===== config.mk =====
export PLATFORM = sky130hd
export DESIGN_NAME = rr_mux_register_flat
export DESIGN_NICKNAME = d
export VERILOG_FILES = /design/src/rtl/rr_mux_register_if.sv /design/src/rtl/rr_mux_register.sv /design/src/flat_wrapper.sv
export SDC_FILE = /design/constraint.sdc
export NUM_CORES = 1
export LEC_CHECK = 0
export ABC_AREA = 1
export BUFFER_PORTS_ARGS = -buffer_cell sky130_fd_sc_hd__buf_2
export CAP_MARGIN = 15
export CORE_MARGIN = 2
export CORE_UTILIZATION = 40
export CTS_BUF_LIST = sky130_fd_sc_hd__clkbuf_16
export CTS_CLUSTER_SIZE = 40
export DETAILED_ROUTE_END_ITERATION = 7
export PLACE_DENSITY = 0.71
export SYNTH_ARGS = -nofsm -noshare
export SYNTH_HDL_FRONTEND = slang
export SYNTH_SLANG_ARGS = --single-unit

===== constraint.sdc =====
create_clock -name clock -period 4.5 [get_ports clock]
set_clock_uncertainty 0.05 [all_clocks]
set_input_delay 0.9 -clock clock [delete_from_list [all_inputs] [get_ports clock]]
set_output_delay 0.9 -clock clock [all_outputs]
set_load 0.01 [all_outputs]

===== src/rtl/rr_mux_register_if.sv =====
// rr_mux_register_if: stream bundle between N producers, the round-robin mux and one consumer.
interface rr_mux_register_if #(
    parameter int WIDTH    = 16,
    parameter int CHANNELS = 4
);
    localparam int SELW = $clog2(CHANNELS);
    logic [CHANNELS*WIDTH-1:0] inData;
    logic [CHANNELS-1:0]       inValid;
    logic [CHANNELS-1:0]       inLast;
    logic [CHANNELS-1:0]       inReady;
    logic [WIDTH-1:0]          out;
    logic                      outValid;
    logic                      outLast;
    logic [SELW-1:0]           outChannel;
    logic                      outReady;
    modport master (
        output inData, inValid, inLast, outReady,
        input  inReady, out, outValid, outLast, outChannel
    );
    modport slave (
        input  inData, inValid, inLast, outReady,
        output inReady, out, outValid, outLast, outChannel
    );
endinterface


===== src/rtl/rr_mux_register.sv =====
// rr_mux_register: registered round-robin N:1 stream mux with valid/ready handshake.
// Define RR_MUX_LOCK_EN to pin the grant to a channel until its inLast beat (packet lock).
module rr_mux_register #(
    parameter int WIDTH    = 16,
    parameter int CHANNELS = 4
) (
    input logic               clock,
    input logic               reset,
    rr_mux_register_if.slave  bus
);
    localparam int SELW = $clog2(CHANNELS);
    logic [SELW-1:0]     ptr, sel, ptr_next;
    logic [CHANNELS-1:0] grant;
    logic                found, can_load, xfer;
    logic [WIDTH-1:0]    out_q;
    logic                valid_q, last_q;
    logic [SELW-1:0]     chan_q;
`ifdef RR_MUX_LOCK_EN
    logic                locked;
    logic [SELW-1:0]     lock_ch;
`endif
    always_comb begin
        found = 1'b0;
        sel   = '0;
        for (int k = 0; k < CHANNELS; k++) begin
            int t;
            t = int'(ptr) + k;
            if (t >= CHANNELS) t -= CHANNELS;
            if (!found && bus.inValid[t]) begin
                found = 1'b1;
                sel   = SELW'(t);
            end
        end
`ifdef RR_MUX_LOCK_EN
        // A locked packet owns the output; others wait even if the owner idles.
        if (locked) begin
            found = bus.inValid[lock_ch];
            sel   = lock_ch;
        end
`endif
        grant = found ? CHANNELS'(1) << sel : '0;
    end
    assign can_load    = (~valid_q | bus.outReady) & ~reset;
    assign xfer        = found & can_load;
    assign ptr_next    = (int'(sel) == CHANNELS - 1) ? '0 : sel + 1'b1;
    assign bus.inReady = can_load ? grant : '0;
    assign bus.out        = out_q;
    assign bus.outValid   = valid_q;
    assign bus.outLast    = last_q;
    assign bus.outChannel = chan_q;
    always_ff @(posedge clock or posedge reset) begin
        if (reset) begin
            out_q   <= '0;
            valid_q <= 1'b0;
            last_q  <= 1'b0;
            chan_q  <= '0;
            ptr     <= '0;
        end else if (xfer) begin
            out_q   <= bus.inData[sel*WIDTH +: WIDTH];
            valid_q <= 1'b1;
            last_q  <= bus.inLast[sel];
            chan_q  <= sel;
`ifdef RR_MUX_LOCK_EN
            if (bus.inLast[sel]) ptr <= ptr_next;
`else
            ptr     <= ptr_next;
`endif
        end else if (bus.outReady) begin
            valid_q <= 1'b0;
        end
    end
`ifdef RR_MUX_LOCK_EN
    always_ff @(posedge clock or posedge reset) begin
        if (reset) begin
            locked  <= 1'b0;
            lock_ch <= '0;
        end else if (xfer) begin
            locked  <= ~bus.inLast[sel];
            lock_ch <= sel;
        end
    end
`endif
endmodule


===== src/flat_wrapper.sv =====
// flat-port wrapper written by rule: the top's interface ports become plain ports
module rr_mux_register_flat 
#(
    parameter int WIDTH    = 16,
    parameter int CHANNELS = 4
)
  (clock, reset, bus_inData, bus_inValid, bus_inLast, bus_outReady, bus_inReady, bus_out, bus_outValid, bus_outLast, bus_outChannel);
  rr_mux_register_if #(.WIDTH(WIDTH), .CHANNELS(CHANNELS)) bus_i ();
  input logic clock;
  input logic reset;
  input wire logic [$bits(bus_i.inData)-1:0] bus_inData;
  input wire logic [$bits(bus_i.inValid)-1:0] bus_inValid;
  input wire logic [$bits(bus_i.inLast)-1:0] bus_inLast;
  input wire logic [$bits(bus_i.outReady)-1:0] bus_outReady;
  output wire logic [$bits(bus_i.inReady)-1:0] bus_inReady;
  output wire logic [$bits(bus_i.out)-1:0] bus_out;
  output wire logic [$bits(bus_i.outValid)-1:0] bus_outValid;
  output wire logic [$bits(bus_i.outLast)-1:0] bus_outLast;
  output wire logic [$bits(bus_i.outChannel)-1:0] bus_outChannel;
  assign bus_i.inData = bus_inData;
  assign bus_i.inValid = bus_inValid;
  assign bus_i.inLast = bus_inLast;
  assign bus_i.outReady = bus_outReady;
  assign bus_inReady = bus_i.inReady;
  assign bus_out = bus_i.out;
  assign bus_outValid = bus_i.outValid;
  assign bus_outLast = bus_i.outLast;
  assign bus_outChannel = bus_i.outChannel;
  rr_mux_register #(.WIDTH(WIDTH), .CHANNELS(CHANNELS)) u_core (.clock(clock), .reset(reset), .bus(bus_i));
endmodule

After elaboration in Yosys (flattened, before gate mapping) --
Cells that the tools add are included.
Storage, ports and cells: flip-flop bits (word level) 22, input port bits 75, output and inout port bits 24, logic and storage cells 68
Operators by class: add/subtract/negate cells 8, order comparisons 9, equality and inequality tests 1, shifts and indexed selects 2, mux-type cells 31, bitwise operators 5, reduce and logical (&&, ||, !) cells 7
Operators by type and width (count):
- $lt A32 B4 Y1 const B | 4
- $mux W32 | 4
- $ge A32 B4 Y1 const B | 3
- $sub A32 B4 Y32 const B | 3
- $shiftx A64 B7 Y16 | 1
- $mux W1 | 15
- $bmux W1 S2 | 5
- $mux W2 | 5
- $mux W4 | 2
- $add A2 B2 Y3 const B | 2
- $shl A1 B2 Y4 const A | 1
- $sub A2 B3 Y4 const B | 1
- $add A2 B1 Y3 const B | 1
- $ge A2 B3 Y1 const B | 1
- $logic_and A1 B1 Y1 | 3
- $logic_not A1 Y1 | 3
- $lt A2 B3 Y1 const B | 1
- $add A2 B1 Y2 const B | 1
- $and A1 B1 Y1 | 2
- $eq A2 B1 Y1 const B | 1
- $not A1 Y1 | 2
- $reduce_bool A2 Y1 | 1
- $or A1 B1 Y1 | 1

Logic depth before layout (Yosys ltp) --
Gate-level depths: netlist of the first run.
depth in word-level cells 18, mapped depth 14, depth with buffers taken out 13

Least setup slack after synthesis of the first run --
Ideal clock, no wire load.
path type input to output, start input bus_inValid[1], end output bus_inReady[3], data arrival time 2262 ps, required time 3550 ps, path slack 1288 ps, stages on the path 13, buffers on the path 1, path through inv_1 -> nand2_1 -> nand3_1 -> nand2_2 -> nor2_2 -> nand3_1 -> nand2_4 -> nand2_8 -> inv_2 -> buf_4 -> ha_1 -> inv_1 -> nor2_1
Between the ends: longest elaborated chain between the ends 16, elaborated cells on any way between the ends 29, those cells by class shift (1); mux (22); reduce/logical (6)
RTL lines:
- start: declaration | RTL line flat_wrapper.sv:12 | input wire logic [$bits(bus_i.inValid)-1:0] bus_inValid;
- $bmux W1 S2 | RTL line rr_mux_register.sv:29 | if (!found && bus.inValid[t]) begin
- $mux W1 (not written as such) (2 in a row) | RTL line rr_mux_register.sv:29
- $mux W1 | RTL line rr_mux_register.sv:29
- $logic_not A1 Y1 | RTL line rr_mux_register.sv:29
- $logic_and A1 B1 Y1 | RTL line rr_mux_register.sv:29
- $mux W1 | RTL line rr_mux_register.sv:29
- $logic_not A1 Y1 | RTL line rr_mux_register.sv:29
- $logic_and A1 B1 Y1 | RTL line rr_mux_register.sv:29
- $mux W1 | RTL line rr_mux_register.sv:29
- $logic_not A1 Y1 | RTL line rr_mux_register.sv:29
- $logic_and A1 B1 Y1 | RTL line rr_mux_register.sv:29
- $mux W2 | RTL line rr_mux_register.sv:29
- $shl A1 B2 Y4 | RTL line rr_mux_register.sv:41 | grant = found ? CHANNELS'(1) << sel : '0;
- $mux W4 (*) | RTL line rr_mux_register.sv:41
- $mux W4 (*) | RTL line rr_mux_register.sv:46 | assign bus.inReady = can_load ? grant : '0;
- end: declaration | RTL line flat_wrapper.sv:15 | output wire logic [$bits(bus_i.inReady)-1:0] bus_inReady;
Every way passes the cells marked *; elsewhere a longest branch is shown, timed or not. The select of a mux whose other input is x is not followed.

Worst setup path after layout of the first run --
start input bus_inValid[0], end output bus_inReady[3]
The elaborated chain is that of the path after synthesis.

==> results of run 1 <==
==> flip-flops by register name (all words and copies together), names as in the netlist <==
register               cells
u_core.bus.out            16
u_core.bus.outValid        1
u_core.ptr                 2
u_core.bus.outChannel      2
u_core.bus.outLast         1
==> Yosys cell counts <==
master / count
nor2_2: 2
o22ai_1: 1
buf_6: 5
o21ai_0: 2
nand2_8: 1
nand2_1: 82
nand3_1: 57
nor2_1: 35
nand4_4: 1
nand3b_1: 17
nand4_1: 19
inv_2: 5
buf_2: 8
nand2_2: 7
dfrtp_1: 22
o21a_1: 1
nor2_4: 1
inv_1: 38
ha_1: 1
nor3_1: 1
a21oi_1: 2
nor3_2: 1
buf_4: 3
nand2_4: 1
==> power by group through the flow <==
stage	registers, mW	logic [mW]	clock network [mW]
finish	0.366	1.28	0.188
global route	0.379	1.45	0.200
CTS	0.364	1.28	0.194
detailed placement	0.365	1.28	0
global placement	0.370	1.24	0
floorplan	0.395	1.03	0
==> cell families (layout without fill, tap and decap cells) <==
kind of cell / count (synthesis) / in the layout / share of synthesized area
AND/OR/NAND/NOR: 225 / 225 / 0.558
adder cells (fa/ha/maj): 1 / 1 / 0.00631
flip-flops: 22 / 22 / 0.278
buffers and inverters: 59 / 146 / 0.141
AO/OA/AOI/OAI: 6 / 6 / 0.0170
==> per-layer routing <==
layer  part of all wire  vias to the layer above  wire length, µm  global-route usage
li1                   -                     1182                -                   -
met1               0.44                     1016             2450               0.245
met2               0.49                       69             2720               0.370
met3              0.065                        4              362              0.0339
met4             0.0079                        0               44              0.0496
met5                  0                        -                0                   0
==> final cells by class <==
cell class                      instances  area [µm²]
Clock buffer                            3        75.1
Inverter                               43         161
Multi-Input combinational cell        232        1150
Timing Repair Buffer                   99         498
Sequential cell                        22         551
Fill cell                             510        2230
Clock inverter                          1        3.75
Tap cell                               67        83.8
==> path summary, 6_finish.rpt <==
| check | startpoint | to | slack, ps | cells after the start |
|---|---|---|---|---|
| max | bus_inValid[0] | bus_inReady[3] | 650 | 14 |
| min | u_core.bus.outChannel[1]$_DFFE_PP0P_ | u_core.bus.outChannel[1]$_DFFE_PP0P_ | 440 | 2 |
| max reg2reg | u_core.ptr[0]$_DFFE_PP0P_ | u_core.ptr[1]$_DFFE_PP0P_ | 1750 | 12 |
| min reg2reg | u_core.bus.outChannel[1]$_DFFE_PP0P_ | u_core.bus.outChannel[1]$_DFFE_PP0P_ | 440 | 2 |
| max in group asynchronous | reset | u_core.bus.out[13]$_DFFE_PP0P_ | 3100 | 2 |
| min in group asynchronous | reset | u_core.bus.outValid$_DFFE_PP0P_ | 780 | 2 |
==> critical path: stages <==
cell and delay (ps):
buf_2 100, inv_1 80, nand2_1 60, nand2_1 120
nand2_1 70, nand2_2 120, a21oi_1 100, nand2_2 410
nand2_8 210, inv_2 240, ha_1 210, inv_1 40
nor2_1 80, buf_2 140
==> through the flow <==
step / instance area, µm² / hold WS, ps / cells / utilization / setup slack (ps)
floorplan: 1980 / 466 / 313 / - / 1290
global placement: 2450 / 421 / 463 / 0.514 / 762
detailed placement: 2450 / 429 / 463 / 0.514 / 681
CTS: 2520 / 446 / 467 / 0.531 / 674
global route: 2520 / 457 / 467 / 0.531 / 469
finish: 2520 / 437 / 467 / 0.531 / 652
==> results by group, run 1 <==
Synth
  – Post-synthesis cell type count: 24
  – Cell count after synthesis: 313
  – Post-synthesis sequential area ratio: 0.278
  – Synthesized area: around 2000 µm²
  – Synth Net Count: 389
  – Syn Area/Cell: 6.34 µm²
  – Synth Register Bits: 22
  – Ranking of synthesized cells by area: dfrtp_1, nand2_1, nand3_1, inv_1, nor2_1
  – Post-synth top area cell: dfrtp_1
  – Area share of the largest cell type after synthesis: 0.278
  – YS warnings: 0

Global routing
  – Initial antenna violation count: 0
  – Largest net degree at the start of global routing: 32
  – Congestion Overflow GR: 0
  – Tot GR Track Use: 0.202
  – Vias in the first global route: 2138
  – First-pass GRT wire length: 8940 µm

Setup path
  – CP Capture Type: output pin
  – Crit-path max FO: 28
  – Startpoint Class: primary input
  – CP Class: primary input to output pin
  – Crit path required time: 3550 ps
  – Arr. time, crit path: around 2900 ps

Timing
  – # setup viols final: 0
  – Max Fclk: 0.260 GHz
  – Worst-Margin Slew: around 850 ps
  – Final Hold Viols: 0
  – Unrepaired setup endpoints after global routing: no
  – Final-report max-slew violation count: 0
  – Final Cycle Share: 0.855
  – Period minus WS final: 3850 ps
  – Max-slew headroom: 0.435
  – Final TNS setup: 0 ps

Detailed routing
  – Initial DRC Count: 94
  – Antenna viol nets, final: 0
  – Pre-Repair DR Iteration Count: 4
  – Via-to-Cell Ratio: 4.86
  – Wirelength per Cell: about 12 µm
  – Via count: 2271
  – Routed WL: 5570 µm
  – Residual DRC: 0

Die
  – Rows: 25
  – Initial core utilization: 0.417
  – Floorplan core area: 4750 µm²
  – Die Y: 74.4 µm
  – Full die area: about 5500 µm²
  – Die width: 74.4 µm
  – I/O pin cnt: slightly below 100

Run status
  – Status: complete, no violations

Pwr
  – Design Power: 1.83 mW
  – Logic pwr share: 0.697
  – P_int: 0.836 mW
  – Clock power frac: 0.103
  – Cell Pwr Density: 725 nW/µm²
  – P_leak: roughly 1.5 nW
  – Flop pwr share: 0.200
  – VDD IR max: 0.247 mV
  – Switching part of the total: 0.544
  – Sw Pwr: 0.995 mW

Clocking
  – Post-CTS setup repair buffer count: 0
  – Clock buffer count from CTS: 3
  – Clock buffer depth: 2
  – Worst-path clk slew: 60 ps
  – Gates resized, CTS repair: 0
  – CTS H-tree lvls: 1
  – CTS tree: built
  – Root Buffer Master: clkbuf_16
  – CTS Hold Buffers Added: 0
  – # clock sinks: 22
  – Clock Latency Late Sink: between 200 and 300 ps

Finish
  – Layout cells sized above 1: 0.303
  – ANT cells: 0
  – Layout area overhead: 27.3%
  – Most common cell after layout, fill and taps aside: buf_2
  – Most frequent cells in the layout: buf_2, nand2_1, nand3_1
  – Post-layout nets: 477

Placed design
  – Final estimated routing congestion in global placement: 0.950
  – Port bufs: 98
  – Hpwl dp: ~4300 µm

Run
  – Max-cap violation count: 0

Min path
  – Worst hold path class: register to register
Power figures use the tool's default switching activity.
==> run 2, diff against run 1 <==
Settings changed: PLACE_DENSITY 0.71 to 0.74.
Clock period 4.5 ns to 3.4 ns, I/O delays scaled along.
==> results by group, run 2 (same netlist as run 1, synthesis figures left out) <==
Setup path
  – CP Capture Type: output pin
  – CP Class: register to output pin
  – Crit-path max FO: 20 (-29%)
  – Max incr delay on CP: 430 ps (+20 ps)
  – Startpoint Class: register
  – Arr. time, crit path: 2480 ps (-420 ps)
  – Crit path required time: 2670 ps (-880 ps)
  – Worst-path cell chain: buf_4, nand2_1, nand2_1, nand2_1, nand2_1, nand3_1, nor2_1, nor2_4, inv_1, ha_1, inv_1, nor2_1, buf_2
  – Worst R2R Setup Slack: 980 ps (-770 ps)
  – Crit path top cell by count: nand2_1
  – CP max stage cell: dfrtp_1

Detailed routing
  – Via count: 2312 (+1.8%)
  – Initial DRC Count: 114 (+21%)
  – Antenna viol nets, final: 0 (unchanged)
  – Via-to-Cell Ratio: 4.90 (+0.73%)
  – Wirelength per Cell: 12.0 µm (+0.36%)
  – Pre-Repair DR Iteration Count: 4 (unchanged)
  – Residual DRC: 0 (unchanged)
  – Routed WL: 5650 µm (+1.4%)

Die
  – Initial core utilization: 0.417 (unchanged)
  – Die Y: 74.4 µm (unchanged)
  – I/O pin cnt: 99 (unchanged)
  – Floorplan core area: 4750 µm² (unchanged)
  – Rows: 25 (unchanged)
  – Full die area: 5540 µm² (unchanged)
  – Die width: 74.4 µm (unchanged)

Pwr
  – VDD IR max: 0.408 mV (+65%)
  – P_leak: 1.48 nW (+2.0%)
  – Cell Pwr Density: 967 nW/µm² (+33%)

Finish
  – Max reg flops: 16 (unchanged)
  – Post-layout nets: 483 (+1.3%)
  – Layout area overhead: 29.7%
  – Layout cells sized above 1: 0.314 (+0.0111)
  – ANT cells: 0 (unchanged)
  – Finished Cell Area: 2570 µm² (+1.8%)
  – Most frequent cells in the layout: buf_2, nand2_1, nand3_1
  – Final core utilization: 0.541 (+0.00974)
  – Most common cell after layout, fill and taps aside: buf_2

Timing
  – Unrepaired setup endpoints after global routing: no
  – Final Cycle Share: 0.943
  – Worst-Margin Slew: 820 ps (-26.9 ps)
  – Period minus WS final: ~3200 ps
  – Max Fclk: just over 0.3 GHz
  – # setup viols final: 0 (unchanged)
  – Max-slew headroom: 0.453 (+0.0180)
  – PnR worst setup slack: 193 ps (-459 ps)
  – Final-report max-slew violation count: 0 (unchanged)
  – Final Hold Viols: 0 (unchanged)
  – Final TNS setup: 0 ps (unchanged)

Min path
  – Worst hold path class: register to register

Global routing
  – Vias in the first global route: 2073 (-3.0%)
  – First-pass GRT wire length: 9110 µm (+2.0%)
  – Tot GR Track Use: 0.207 (+0.00506)
  – Largest net degree at the start of global routing: 29 (-9.4%)
  – Congestion Overflow GR: 0 (unchanged)
  – Initial antenna violation count: 0 (unchanged)

Placed design
  – Final estimated routing congestion in global placement: 0.840 (-12%)
  – Port bufs: 98 (unchanged)
  – Hpwl dp: 4410 µm (+2.5%)
  – Pre-CTS WS: -18.1 ps (-699 ps)
  – Dpl cell area: 2490 µm² (+1.8%)

Clocking
  – CTS tree: built
  – # clock sinks: 22 (unchanged)
  – Gates resized, CTS repair: 1 (+1)
  – CTS H-tree lvls: 1 (unchanged)
  – Clock buffer count from CTS: 3 (unchanged)
  – Clock buffer depth: 2 (unchanged)
  – Worst-path clk slew: 60 ps (about the same)
  – Root Buffer Master: clkbuf_16
  – Post-CTS setup repair buffer count: 0 (unchanged)
  – CTS Hold Buffers Added: 0 (unchanged)
  – Clock Latency Late Sink: 250 ps (about the same)

Run status
  – Status: complete, no violations

Run
  – Max-cap violation count: 0 (unchanged)
## run 2: cell types whose count changed in the layout (fill, tap and decap cells not counted), sizes merged
cell and delta:
clkinv -1, buf +6
## run 2: layer usage
layer	global-route usage	wire length, µm	up-vias
li1	-	-	1194
met1	0.267	2450	1031
met2	0.353	2750	81
met3	0.0461	402	6
met4	0.0496	48	0
met5	0	0	-
## run 2: area by class of cell
cell class	instances	area (µm²)
Tap cell	67	83.8
Sequential cell	22	551
Fill cell	496	2180
Multi-Input combinational cell	232	1160
Timing Repair Buffer	105	543
Clock buffer	3	75.1
Inverter	43	161
## run 2: report_power, final
part           switching (mW)  internal, mW
Sequential             0.0834         0.396
Clock                  0.0878         0.155
Combinational            1.17         0.600
## run 2: critical path, delay by kind of cell (launching register included)
family	cells	cell delay (ps)
adder cells (fa/ha/maj)	1	240
AND/OR/NAND/NOR	8	990
flip-flops	1	430
buffers and inverters	4	560
## run 2: path summary, 6_finish.rpt
check,endpoint,startpoint,cells after the start
worst min register to register,u_core.bus.outChannel[1]$_DFFE_PP0P_,u_core.bus.outChannel[1]$_DFFE_PP0P_,2
max in group asynchronous,u_core.bus.out[13]$_DFFE_PP0P_,reset,2
worst min-delay path,u_core.bus.outChannel[1]$_DFFE_PP0P_,u_core.bus.outChannel[1]$_DFFE_PP0P_,2
min in group asynchronous,u_core.bus.outValid$_DFFE_PP0P_,reset,2
worst max-delay path,bus_inReady[3],u_core.ptr[0]$_DFFE_PP0P_,13
worst max register to register,u_core.bus.out[1]$_DFFE_PP0P_,u_core.ptr[0]$_DFFE_PP0P_,12
## run 2: per-stage QoR
stage	hold WS (ps)	std cells	power, mW
2_1_floorplan	466	313	1.89
3_3_place_gp	415	469	2.20
3_5_place_dp	423	469	2.24
4_1_cts	438	472	2.50
5_1_grt	464	472	2.75
6_report	433	472	2.49
==> run 3, diff against run 2 <==
Settings changed: CORE_ASPECT_RATIO from default to 0.5, PLACE_DENSITY 0.74 to 0.71.
Clock period 3.4 ns to 3.35 ns, I/O delays scaled along.
==> results by group, run 3 (same netlist as run 1, synthesis figures left out) <==
Timing
  – # setup viols final: 0 (unchanged)
  – Final Cycle Share: 0.932
  – Max Fclk: approximately 0.32 GHz
  – Max-slew headroom: 0.438 (-0.0145)
  – PnR worst setup slack: 227 ps (+34.2 ps)
  – Period minus WS final: 3120 ps
  – Worst-Margin Slew: 842 ps (+21.7 ps)
  – Unrepaired setup endpoints after global routing: no
  – Final Hold Viols: 0 (unchanged)
  – Final-report max-slew violation count: 0 (unchanged)

Finish
  – Fillers: 481 (-3.0%)
  – Finished Cell Area: 2630 µm² (+2.2%)
  – Max reg flops: 16 (unchanged)
  – Post-layout nets: 485 (+0.41%)
  – Layout area overhead: 32.5%
  – Layout cells sized above 1: 0.324 (+0.00995)
  – Most common cell after layout, fill and taps aside: buf_2
  – ANT cells: 0 (unchanged)
  – Most frequent cells in the layout: buf_2, nand2_1, nand3_1
  – Multi-input gate area in the final layout: 1170 µm² (+0.76%)
  – Storage cell area: 552 µm² (+0.23%)

Die
  – I/O pin cnt: 99 (unchanged)
  – Rows: 18 (-28%)
  – Die width: 104 µm (+39%)
  – Initial core utilization: 0.410 (-0.00754)
  – Die Y: 53.8 µm (-28%)
  – Full die area: 5570 µm² (+0.62%)
  – Floorplan core area: 4840 µm² (+1.8%)

Global routing
  – Vias in the first global route: 2137 (+3.1%)
  – Largest net degree at the start of global routing: 29 (unchanged)
  – Initial antenna violation count: 0 (unchanged)
  – Tot GR Track Use: 0.210 (+0.00322)
  – Congestion Overflow GR: 0 (unchanged)
  – First-pass GRT wire length: 9420 µm (+3.3%)

Detailed routing
  – Antenna viol nets, final: 0 (unchanged)
  – Wirelength per Cell: 12.4 µm (+4.0%)
  – Via count: 2354 (+1.8%)
  – Pre-Repair DR Iteration Count: 4 (unchanged)
  – Residual DRC: 0 (unchanged)
  – Via-to-Cell Ratio: 4.92 (+0.54%)
  – Routed WL: 5950 µm (+5.3%)
  – Initial DRC Count: 120 (+5.3%)

Placed design
  – Pre-CTS WS: -116 ps (-97.8 ps)
  – Hpwl dp: 4630 µm (+5.0%)
  – Dpl cell area: 2490 µm² (-0.15%)
  – Port bufs: 98 (unchanged)
  – Final estimated routing congestion in global placement: 0.855 (+1.8%)

Run
  – Max-cap violation count: 0 (unchanged)

Min path
  – Worst hold path class: register to register

Setup path
  – Crit path top cell by count: nand3_1
  – Startpoint Class: register
  – Arr. time, crit path: 2400 ps (-80 ps)
  – Delay-heaviest family, CP: simple AND/OR/NAND/NOR gates
  – Crit-path max FO: 28 (+40%)
  – Crit path required time: 2630 ps (-40 ps)
  – CP Class: register to output pin
  – Buf+Inv Stages, Crit Path: 4 (unchanged)
  – CP max stage cell: dfrtp_2
  – Max incr delay on CP: 450 ps (+20 ps)
  – CP Capture Type: output pin
  – Worst-path cell chain: buf_4, nand2_1, nand3_1, nand2_2, nor2_2, nand3_1, nand2_4, nand2_8, inv_4, ha_1, inv_1, nor2_1, buf_2

Clocking
  – Worst-path clk slew: 60 ps (about the same)
  – Clock buffer count from CTS: 3 (unchanged)
  – Root Buffer Master: clkbuf_16
  – CTS tree: built
  – Clock Latency Late Sink: 250 ps (about the same)
  – CTS H-tree lvls: 1 (unchanged)
  – CTS Hold Buffers Added: 0 (unchanged)
  – Clock buffer depth: 2 (unchanged)
  – # clock sinks: 22 (unchanged)

Pwr
  – Cell Pwr Density: 1030 nW/µm² (+6.2%)
  – P_leak: 1.50 nW (+1.3%)
  – VDD IR max: 0.516 mV (+27%)

Run status
  – Status: complete, no violations
run 3: timing repair:
action                                  in CTS  in global routing
setup buffers                                0                  2
gates resized for setup                      1                  5
pin swaps                                    0                  1
gates cloned                                 0                  1
endpoints found under the setup margin       3                  3
run 3: path summary, 6_finish.rpt:
| check | from | cells after the start | slack, ps | to |
|---|---|---|---|---|
| max in group asynchronous | reset | 2 | 2140 | u_core.ptr[0]$_DFFE_PP0P_ |
| worst max register to register | u_core.ptr[0]$_DFFE_PP0P_ | 12 | 800 | u_core.bus.out[13]$_DFFE_PP0P_ |
| worst max-delay path | u_core.ptr[0]$_DFFE_PP0P_ | 13 | 230 | bus_inReady[3] |
| worst min register to register | u_core.bus.out[10]$_DFFE_PP0P_ | 2 | 450 | u_core.bus.out[10]$_DFFE_PP0P_ |
| worst min-delay path | u_core.bus.out[10]$_DFFE_PP0P_ | 2 | 450 | u_core.bus.out[10]$_DFFE_PP0P_ |
| min in group asynchronous | reset | 2 | 540 | u_core.bus.outValid$_DFFE_PP0P_ |
run 3: per-stage QoR:
step | std cells | hold slack, ps | utilization | power [mW] | setup TNS, ps
after global placement | 471 | 418 | 0.514 | 2.23 | 0
after global routing | 478 | 472 | 0.543 | 2.96 | 0
final | 478 | 451 | 0.543 | 2.70 | 0
after CTS | 475 | 456 | 0.536 | 2.63 | 0
after detailed placement | 471 | 436 | 0.514 | 2.28 | -116
after floorplan | 313 | 466 | - | 1.92 | 0
run 3: power by group:
part,switching [mW],internal (mW)
Combinational,1.23,0.644
Sequential,0.0892,0.403
Clock,0.0949,0.237
Total,1.42,1.28
run 3: area by class of cell:
class,count,area share
clock buffer,3,0.0286
clock inverter,1,0.0114
inverter,43,0.0633
multi-input combinational,233,0.444
sequential,22,0.210
tap,70,0.0333
timing repair buffer,106,0.210
run 3: per-layer routing:
metal / routed length, µm / vias to the layer above / GRT usage
met5: 0 / - / 0
met4: 47 / 0 / 0.0541
met3: 341 / 6 / 0.0339
met2: 2850 / 68 / 0.387
met1: 2710 / 1070 / 0.267
li1: - / 1210 / -
run 3: worst register-to-register path: stages, from the launching register on:
cell and delay, ps:
dfrtp_2 450, buf_4 170, nand2_1 90, nand3_1 160
nand2_2 100, nor2_2 160, nand3_1 130, nand2_2 310
inv_2 250, nand2_2 260, nor2_1 60, nor2_1 120
nand3_1 100
